**src/rtl/boot_rom_pkg.sv**
```systemverilog
// Shared boot ROM definitions: image contents, default filler word, FSM states.
package boot_rom_pkg;

  localparam int unsigned BOOT_IMAGE_WORDS = 32;
  localparam logic [31:0] BOOT_NOP_WORD = 32'h6C00_0000;

  localparam logic [31:0] BOOT_IMAGE [0:BOOT_IMAGE_WORDS-1] = '{
    32'h2400_1F00, 32'h2401_1F04, 32'h2402_1F08, 32'h2403_1F0C,
    32'h8C04_0000, 32'h8C05_0004, 32'h8C06_0008, 32'h8C07_000C,
    32'h0085_4020, 32'h00C7_4820, 32'h0109_5020, 32'hAC0A_0010,
    32'h1140_0003, 32'h2108_FFFF, 32'h1500_FFFE, 32'h0000_0000,
    32'h3C0B_DEAD, 32'h356B_BEEF, 32'hAC0B_0014, 32'h2412_0020,
    32'h2413_0040, 32'h0253_A021, 32'hAC14_0018, 32'h0800_0040,
    32'h2414_0001, 32'h3C1D_0000, 32'h37BD_0FFC, 32'h0C00_0080,
    32'h0000_000C, 32'h4200_0018, 32'hFFFF_FFFF, 32'h0BAD_C0DE
  };

  typedef enum logic [1:0] {
    IDLE   = 2'd0,
    STREAM = 2'd1,
    DONE   = 2'd2
  } state_t;

  // Image word lookup; indices past the stored table yield a recognisable pattern
  // so that larger IMAGE_DEPTH settings still elaborate.
  function automatic logic [31:0] boot_image_word(input logic [31:0] idx);
    if (idx < BOOT_IMAGE_WORDS) return BOOT_IMAGE[idx[4:0]];
    return {idx[15:0], 16'hA5A5};
  endfunction

endpackage

```
**src/rtl/boot_rom_array.sv**
```systemverilog
// Constant boot image with two independent registered read ports.
module boot_rom_array
  import boot_rom_pkg::*;
#(
  parameter int unsigned DATA_WIDTH  = 32,
  parameter int unsigned ADDR_WIDTH  = 10,
  parameter int unsigned IMAGE_DEPTH = 32,
  parameter logic [DATA_WIDTH-1:0] NOP_WORD = DATA_WIDTH'(BOOT_NOP_WORD)
) (
  input  logic                  clock,
  input  logic                  reset_n,
  input  logic                  a_en,
  input  logic [ADDR_WIDTH-1:0] a_addr,
  output logic [DATA_WIDTH-1:0] a_data,
  input  logic                  b_en,
  input  logic [ADDR_WIDTH-1:0] b_addr,
  output logic [DATA_WIDTH-1:0] b_data
);

  function automatic logic [DATA_WIDTH-1:0] rom_word(input logic [ADDR_WIDTH-1:0] addr);
    if (32'(addr) >= IMAGE_DEPTH) return NOP_WORD;
    return DATA_WIDTH'(boot_image_word(32'(addr)));
  endfunction

  // Each port loads only when enabled and otherwise holds its last word.
  always_ff @(posedge clock or negedge reset_n) begin
    if (!reset_n) begin
      a_data <= '0;
      b_data <= '0;
    end else begin
      if (a_en) a_data <= rom_word(a_addr);
      if (b_en) b_data <= rom_word(b_addr);
    end
  end

endmodule

```
**src/rtl/boot_rom_streamer.sv**
```systemverilog
// Boot ROM with a random-read port and a ready/valid image streamer.
module boot_rom_streamer
  import boot_rom_pkg::*;
#(
  parameter int unsigned DATA_WIDTH  = 32,
  parameter int unsigned ADDR_WIDTH  = 10,
  parameter int unsigned IMAGE_DEPTH = 32,
  parameter logic [DATA_WIDTH-1:0] NOP_WORD = DATA_WIDTH'(BOOT_NOP_WORD)
) (
  input  logic                  clock,
  input  logic                  reset_n,
  input  logic                  rd_en,
  input  logic [ADDR_WIDTH-1:0] rd_addr,
  output logic [DATA_WIDTH-1:0] rd_data,
  output logic                  rd_valid,
  input  logic                  start,
  input  logic                  abort,
  input  logic [ADDR_WIDTH-1:0] base_addr,
  output logic                  out_valid,
  input  logic                  out_ready,
  output logic [ADDR_WIDTH-1:0] out_addr,
  output logic [DATA_WIDTH-1:0] out_data,
  output logic                  busy,
  output logic                  done
);

  localparam logic [ADDR_WIDTH-1:0] LAST_IDX = ADDR_WIDTH'(IMAGE_DEPTH - 1);

  state_t                state_q, state_d;
  logic [ADDR_WIDTH-1:0] index_q, base_q, next_idx, b_addr;
  logic                  accept_start, handshake, last_word, b_en;

  assign next_idx  = index_q + 1'b1;
  assign last_word = (index_q == LAST_IDX);
  assign out_addr  = base_q + index_q;

  // The stream word is prefetched: the ROM's second port is loaded with image[0]
  // on start and with image[index+1] on each non-final handshake, so out_data
  // is a register that naturally holds while the sink stalls.
  boot_rom_array #(
    .DATA_WIDTH (DATA_WIDTH),
    .ADDR_WIDTH (ADDR_WIDTH),
    .IMAGE_DEPTH(IMAGE_DEPTH),
    .NOP_WORD   (NOP_WORD)
  ) u_rom (
    .clock  (clock),
    .reset_n(reset_n),
    .a_en   (rd_en),
    .a_addr (rd_addr),
    .a_data (rd_data),
    .b_en   (b_en),
    .b_addr (b_addr),
    .b_data (out_data)
  );

  // Random-read valid flag follows the request by one cycle.
  always_ff @(posedge clock or negedge reset_n) begin
    if (!reset_n) rd_valid <= 1'b0;
    else          rd_valid <= rd_en;
  end

  // FSM state, stream index and latched destination base.
  always_ff @(posedge clock or negedge reset_n) begin
    if (!reset_n) begin
      state_q <= IDLE;
      index_q <= '0;
      base_q  <= '0;
    end else begin
      state_q <= state_d;
      if (accept_start) begin
        index_q <= '0;
        base_q  <= base_addr;
      end else if (handshake && !last_word) begin
        index_q <= next_idx;
      end
    end
  end

  // Next-state decode, handshake qualification (abort wins) and status outputs.
  always_comb begin
    state_d      = state_q;
    accept_start = 1'b0;
    handshake    = 1'b0;
    b_en         = 1'b0;
    b_addr       = next_idx;
    out_valid    = 1'b0;
    busy         = 1'b0;
    done         = 1'b0;
    case (state_q)
      IDLE: begin
        if (start) begin
          state_d      = STREAM;
          accept_start = 1'b1;
          b_en         = 1'b1;
          b_addr       = '0;
        end
      end
      STREAM: begin
        out_valid = 1'b1;
        busy      = 1'b1;
        if (abort) begin
          state_d = DONE;
        end else if (out_ready) begin
          handshake = 1'b1;
          if (last_word) state_d = DONE;
          else           b_en    = 1'b1;
        end
      end
      DONE: begin
        done    = 1'b1;
        state_d = IDLE;
      end
      default: state_d = IDLE;
    endcase
  end

endmodule

```
**config.mk**
```make
export PLATFORM = sky130hd
export DESIGN_NAME = boot_rom_streamer
export DESIGN_NICKNAME = d
export VERILOG_FILES = /design/src/rtl/boot_rom_pkg.sv /design/src/rtl/boot_rom_array.sv /design/src/rtl/boot_rom_streamer.sv
export SDC_FILE = /design/constraint.sdc
export NUM_CORES = 1
export LEC_CHECK = 0
export ABC_CLOCK_PERIOD_IN_PS = 5000
export BUFFER_PORTS_ARGS = -buffer_cell sky130_fd_sc_hd__buf_2
export CAP_MARGIN = 20
export CORE_AREA = 2 2 108 110
export DETAILED_ROUTE_END_ITERATION = 10
export DIE_AREA = 0 0 110 112
export PLACE_DENSITY = 0.77
export SYNTH_ARGS = -nofsm -noshare
export SYNTH_HDL_FRONTEND = slang
export SYNTH_SLANG_ARGS = --single-unit
```
**constraint.sdc**
```tcl
create_clock -name clock -period 5 [get_ports clock]
set_input_delay 0.25 -clock clock [delete_from_list [all_inputs] [get_ports clock]]
set_output_delay 0.25 -clock clock [all_outputs]
set_load 0.02 [all_outputs]
```
==> results.py <==
metrics = {
    "clocking": {
        "buffer_count_from_post_cts_setup_fixing": 0,
        "number_of_buffers_inserted_during_clock_tree_synthesis": 9,
        "ctsHtreeMaxLevel": 3,
        "hold_buffers": 1,
        "count_of_cells_resized_by_post_cts_repair": 0,
        "clk_transition_reported_paths_ps": 70,
        "clock_sink_count": 87,
        "cts-root-buf": "sky130_fd_sc_hd__clkbuf_16",
        "clock_tree_from_tritoncts": "done",
        "clock_path_buffers": 2,
        "clkLatencyLatePin_ps": 360,
    },
    "placed_design": {
        "io_buffer_count": 103,
        "dpl_cell_area_um2": 6470,
        "gp_routability_congestion": 1.00,
        "dp.final_hpwl_um": 12400,
        "dp_cells": 933,
    },
    "finish": {
        "fin_nets": 853,
        "mostFrequentLayoutCell": "sky130_fd_sc_hd__nand2_1",
        "fillCellCount": 990,
        "most-common-layout-cells": "sky130_fd_sc_hd__nand2_1, sky130_fd_sc_hd__buf_2, sky130_fd_sc_hd__dfrtp_1",
        "multi_input_comb_area_um2": 3440,
        "post_route_cells_drive_above_1_share": 0.178,
        "antenna-diode-count": 0,
        "area_growth_pct": 13.3,
        "layout.cell_area.non_filler_um2": 6780,
        "area.sequential_um2": 2180,
        "layout.cells.non_filler": 950,
    },
    "grt": {
        "grt_busiest_layer": "met2",
        "first_global_vias": 5636,
        "grt_start_max_net_pins": 67,
        "grtUsageTotal": 0.296,
        "antenna_found_initial": 0,
        "met2_usage": 0.471,
        "grt_util_met3": 0.0544,
        "grt_pass1_wl_um": 28700,
        "grtUsageMet1": 0.398,
        "globalRoute.totalOverflow": 0,
    },
    "floorplanning": {
        "core_area_um2": 11200,
        "die_area_um2": 12300,
        "row_count": 39,
        "initial_core_util": 0.536,
        "num_io_pins": 104,
        "die-width_um": 110,
        "die_y_um": 112,
    },
    "sta": {
        "setup_total_negative_slack_ps": 0,
        "finalCriticalPeriod_ps": 3520,
        "fmaxAchievable_ghz": 0.284,
        "finalCritPeriodShare": 0.705,
        "slew_headroom": 0.361,
        "setup_viol_count_final": 0,
        "hold_viol": 0,
        "grt_setup_unrepaired": "false",
        "worst_slew_pin_slew_ps": 951,
        "timing.clock.skew_ps": 16.3,
        "timing.final.max_slew_violations": 0,
    },
    "critical_path": {
        "cp_cell_sequence": "ha_1 > and3_2 > xor2_2 > nand2_1 > a311oi_1 > nand3_1 > o21ai_1",
        "critical_path_s_top_delay_family": "simple AND/OR/NAND/NOR gates",
        "worst-endpoint-required_ps": 5280,
        "crit_slowest_cell": "sky130_fd_sc_hd__ha_1",
        "worstSetupEndpointType": "flip-flop",
        "cp_num_buf_inv": 0,
        "critPathMaxFanout": 20,
        "cp.depth": 7,
        "critical_path_class": "flip-flop to flip-flop",
        "reg2reg_slack_ps": 1480,
        "endpoint_arrival_time_on_the_critical_path_ps": 3810,
        "crit-reg2reg-launch": "index_q[0]$_DFFE_PN0P_",
        "r2r.worst_path.cells": 7,
        "largest_stage_delay_on_the_critical_path_ps": 720,
        "cp-start-kind": "flip-flop",
        "worst_r2r_endpoint": "u_rom.b_data[21]$_DFFE_PN0P_",
    },
    "power": {
        "vdd_ir_max_v": 0.000254,
        "total_power_mw": 2.67,
        "total_power_per_unit_cell_area_nw_per_um2": 393,
        "cellLeakagePower_nw": 3.19,
    },
    "route": {
        "number_of_remaining_drc_errors": 0,
        "num_vias": 5989,
        "wl_um": 17900,
        "total_iterations_of_the_first_detailed_routing_run": 6,
        "first_iter_violations": 623,
        "vias_per_cell": 6.30,
        "ant_nets": 0,
        "route.detailed.wl_per_inst_um": 18.9,
    },
    "yosys": {
        "syn_avg_cell_area_um2": 8.11,
        "synth_flop_type": "sky130_fd_sc_hd__dfrtp_1",
        "synth.ff_latch_count": 87,
        "syn_area_um2": 5990,
        "synthArstFlopShare": 1.00,
        "yosys_warning_count": 0,
        "synth_cell_type_count": 74,
        "synth_seq_area_share": 0.364,
        "number_of_flops_mapped_to_enable_cells_by_yosys": 0,
        "synthesis.nets": 789,
        "postSynthCellCount": 738,
    },
    "run": {
        "drv.max_cap_violation_count": 0,
    },
    "worst_hold_path": {
        "min-delay-path-class": "input pin to flip-flop",
        "hp-start": "base_addr[8]",
        "hold_depth": 3,
        "hold_end": "base_q[8]$_DFFE_PN0P_",
    },
    "run_status": {
        "run_status": "finished clean",
    },
}
-- cell usage after synthesis (8+ instances only) --
master,instances,area [um2]
sky130_fd_sc_hd__xnor2_1,13,114
sky130_fd_sc_hd__o21ai_1,13,65.1
sky130_fd_sc_hd__ha_1,24,300
sky130_fd_sc_hd__clkbuf_1,36,135
sky130_fd_sc_hd__a21oi_1,56,280
sky130_fd_sc_hd__dfrtp_1,87,2180
sky130_fd_sc_hd__o2bb2ai_1,13,114
sky130_fd_sc_hd__a22o_1,8,70.1
sky130_fd_sc_hd__nor2_1,62,233
sky130_fd_sc_hd__nand2_1,121,454
sky130_fd_sc_hd__a31oi_1,15,93.8
sky130_fd_sc_hd__a21o_1,8,60.1
sky130_fd_sc_hd__a211oi_1,9,67.6
sky130_fd_sc_hd__o21ai_0,49,245
sky130_fd_sc_hd__inv_1,25,93.8
sky130_fd_sc_hd__o211ai_1,9,67.6
sky130_fd_sc_hd__nand3_1,25,125
sky130_fd_sc_hd__buf_2,15,75.1
-- metrics by stage --
stage                util  hold slack, ps  setup WS [ps]
CTS                 0.607            84.1           1560
global placement    0.579             171           1770
floorplan               -           -45.6           2070
global route        0.607             103           1170
finish              0.607            86.9           1480
detailed placement  0.579             172           1580
-- registers in the layout, summed over array words and instances, names as in the netlist --
| signal | count |
|---|---|
| base_q | 10 |
| index_q | 10 |
| rd_valid | 1 |
| state_q | 2 |
| u_rom.a_data | 32 |
| u_rom.b_data | 32 |
-- worst max path at each step --
stage | from | end | slack, ps
after floorplan | index_q[0]$_DFFE_PN0P_ | u_rom.b_data[16]$_DFFE_PN0P_ | 2070
after global placement | index_q[0]$_DFFE_PN0P_ | u_rom.b_data[21]$_DFFE_PN0P_ | 1770
after detailed placement | index_q[0]$_DFFE_PN0P_ | u_rom.b_data[6]$_DFFE_PN0P_ | 1580
after CTS | index_q[0]$_DFFE_PN0P_ | u_rom.b_data[21]$_DFFE_PN0P_ | 1560
after global routing | index_q[0]$_DFFE_PN0P_ | u_rom.b_data[21]$_DFFE_PN0P_ | 1170
final | index_q[0]$_DFFE_PN0P_ | u_rom.b_data[21]$_DFFE_PN0P_ | 1480
-- worst register-to-register path, cell delays in order, from the launching register on --
cell and delay (ps):
sky130_fd_sc_hd__dfrtp_1 650, sky130_fd_sc_hd__ha_1 720, sky130_fd_sc_hd__and3_2 350, sky130_fd_sc_hd__xor2_2 440, sky130_fd_sc_hd__nand2_1 490, sky130_fd_sc_hd__a311oi_1 530
sky130_fd_sc_hd__nand3_1 120, sky130_fd_sc_hd__o21ai_1 150
-- logic make-up after synthesis --
logic type	after synthesis	synth area share
flops	87	0.364
fa+ha+maj	26	0.0552
compound gates	236	0.258
simple gates	275	0.214
mux	8	0.0138
xor+xnor	21	0.0345
buf+inv	85	0.0615
-- report_power, final --
group | leakage (nW) | internal (mW) | total, mW | switching [mW]
clock network | 0.146 | 0.353 | 0.684 | 0.330
registers | 1.14 | 0.797 | 0.884 | 0.0876
logic | 1.91 | 0.360 | 1.10 | 0.739
total | 3.19 | 1.51 | 2.67 | 1.16
-- per-layer routing --
metal | part of all wire | vias up
li1 | - | 2770
met1 | 0.41 | 2877
met2 | 0.48 | 305
met3 | 0.077 | 37
met4 | 0.029 | 0
met5 | 0 | -
-- cell type report --
cell class / instances / share of cell area
clock buffers: 9 / 0.0332
clock inverters: 7 / 0.0102
inverters: 26 / 0.0144
multi-input cells: 566 / 0.508
flip-flops and latches: 87 / 0.321
well taps: 143 / 0.0264
repair buffers: 112 / 0.0867
No activity file was read; power rests on OpenSTA's default activity.
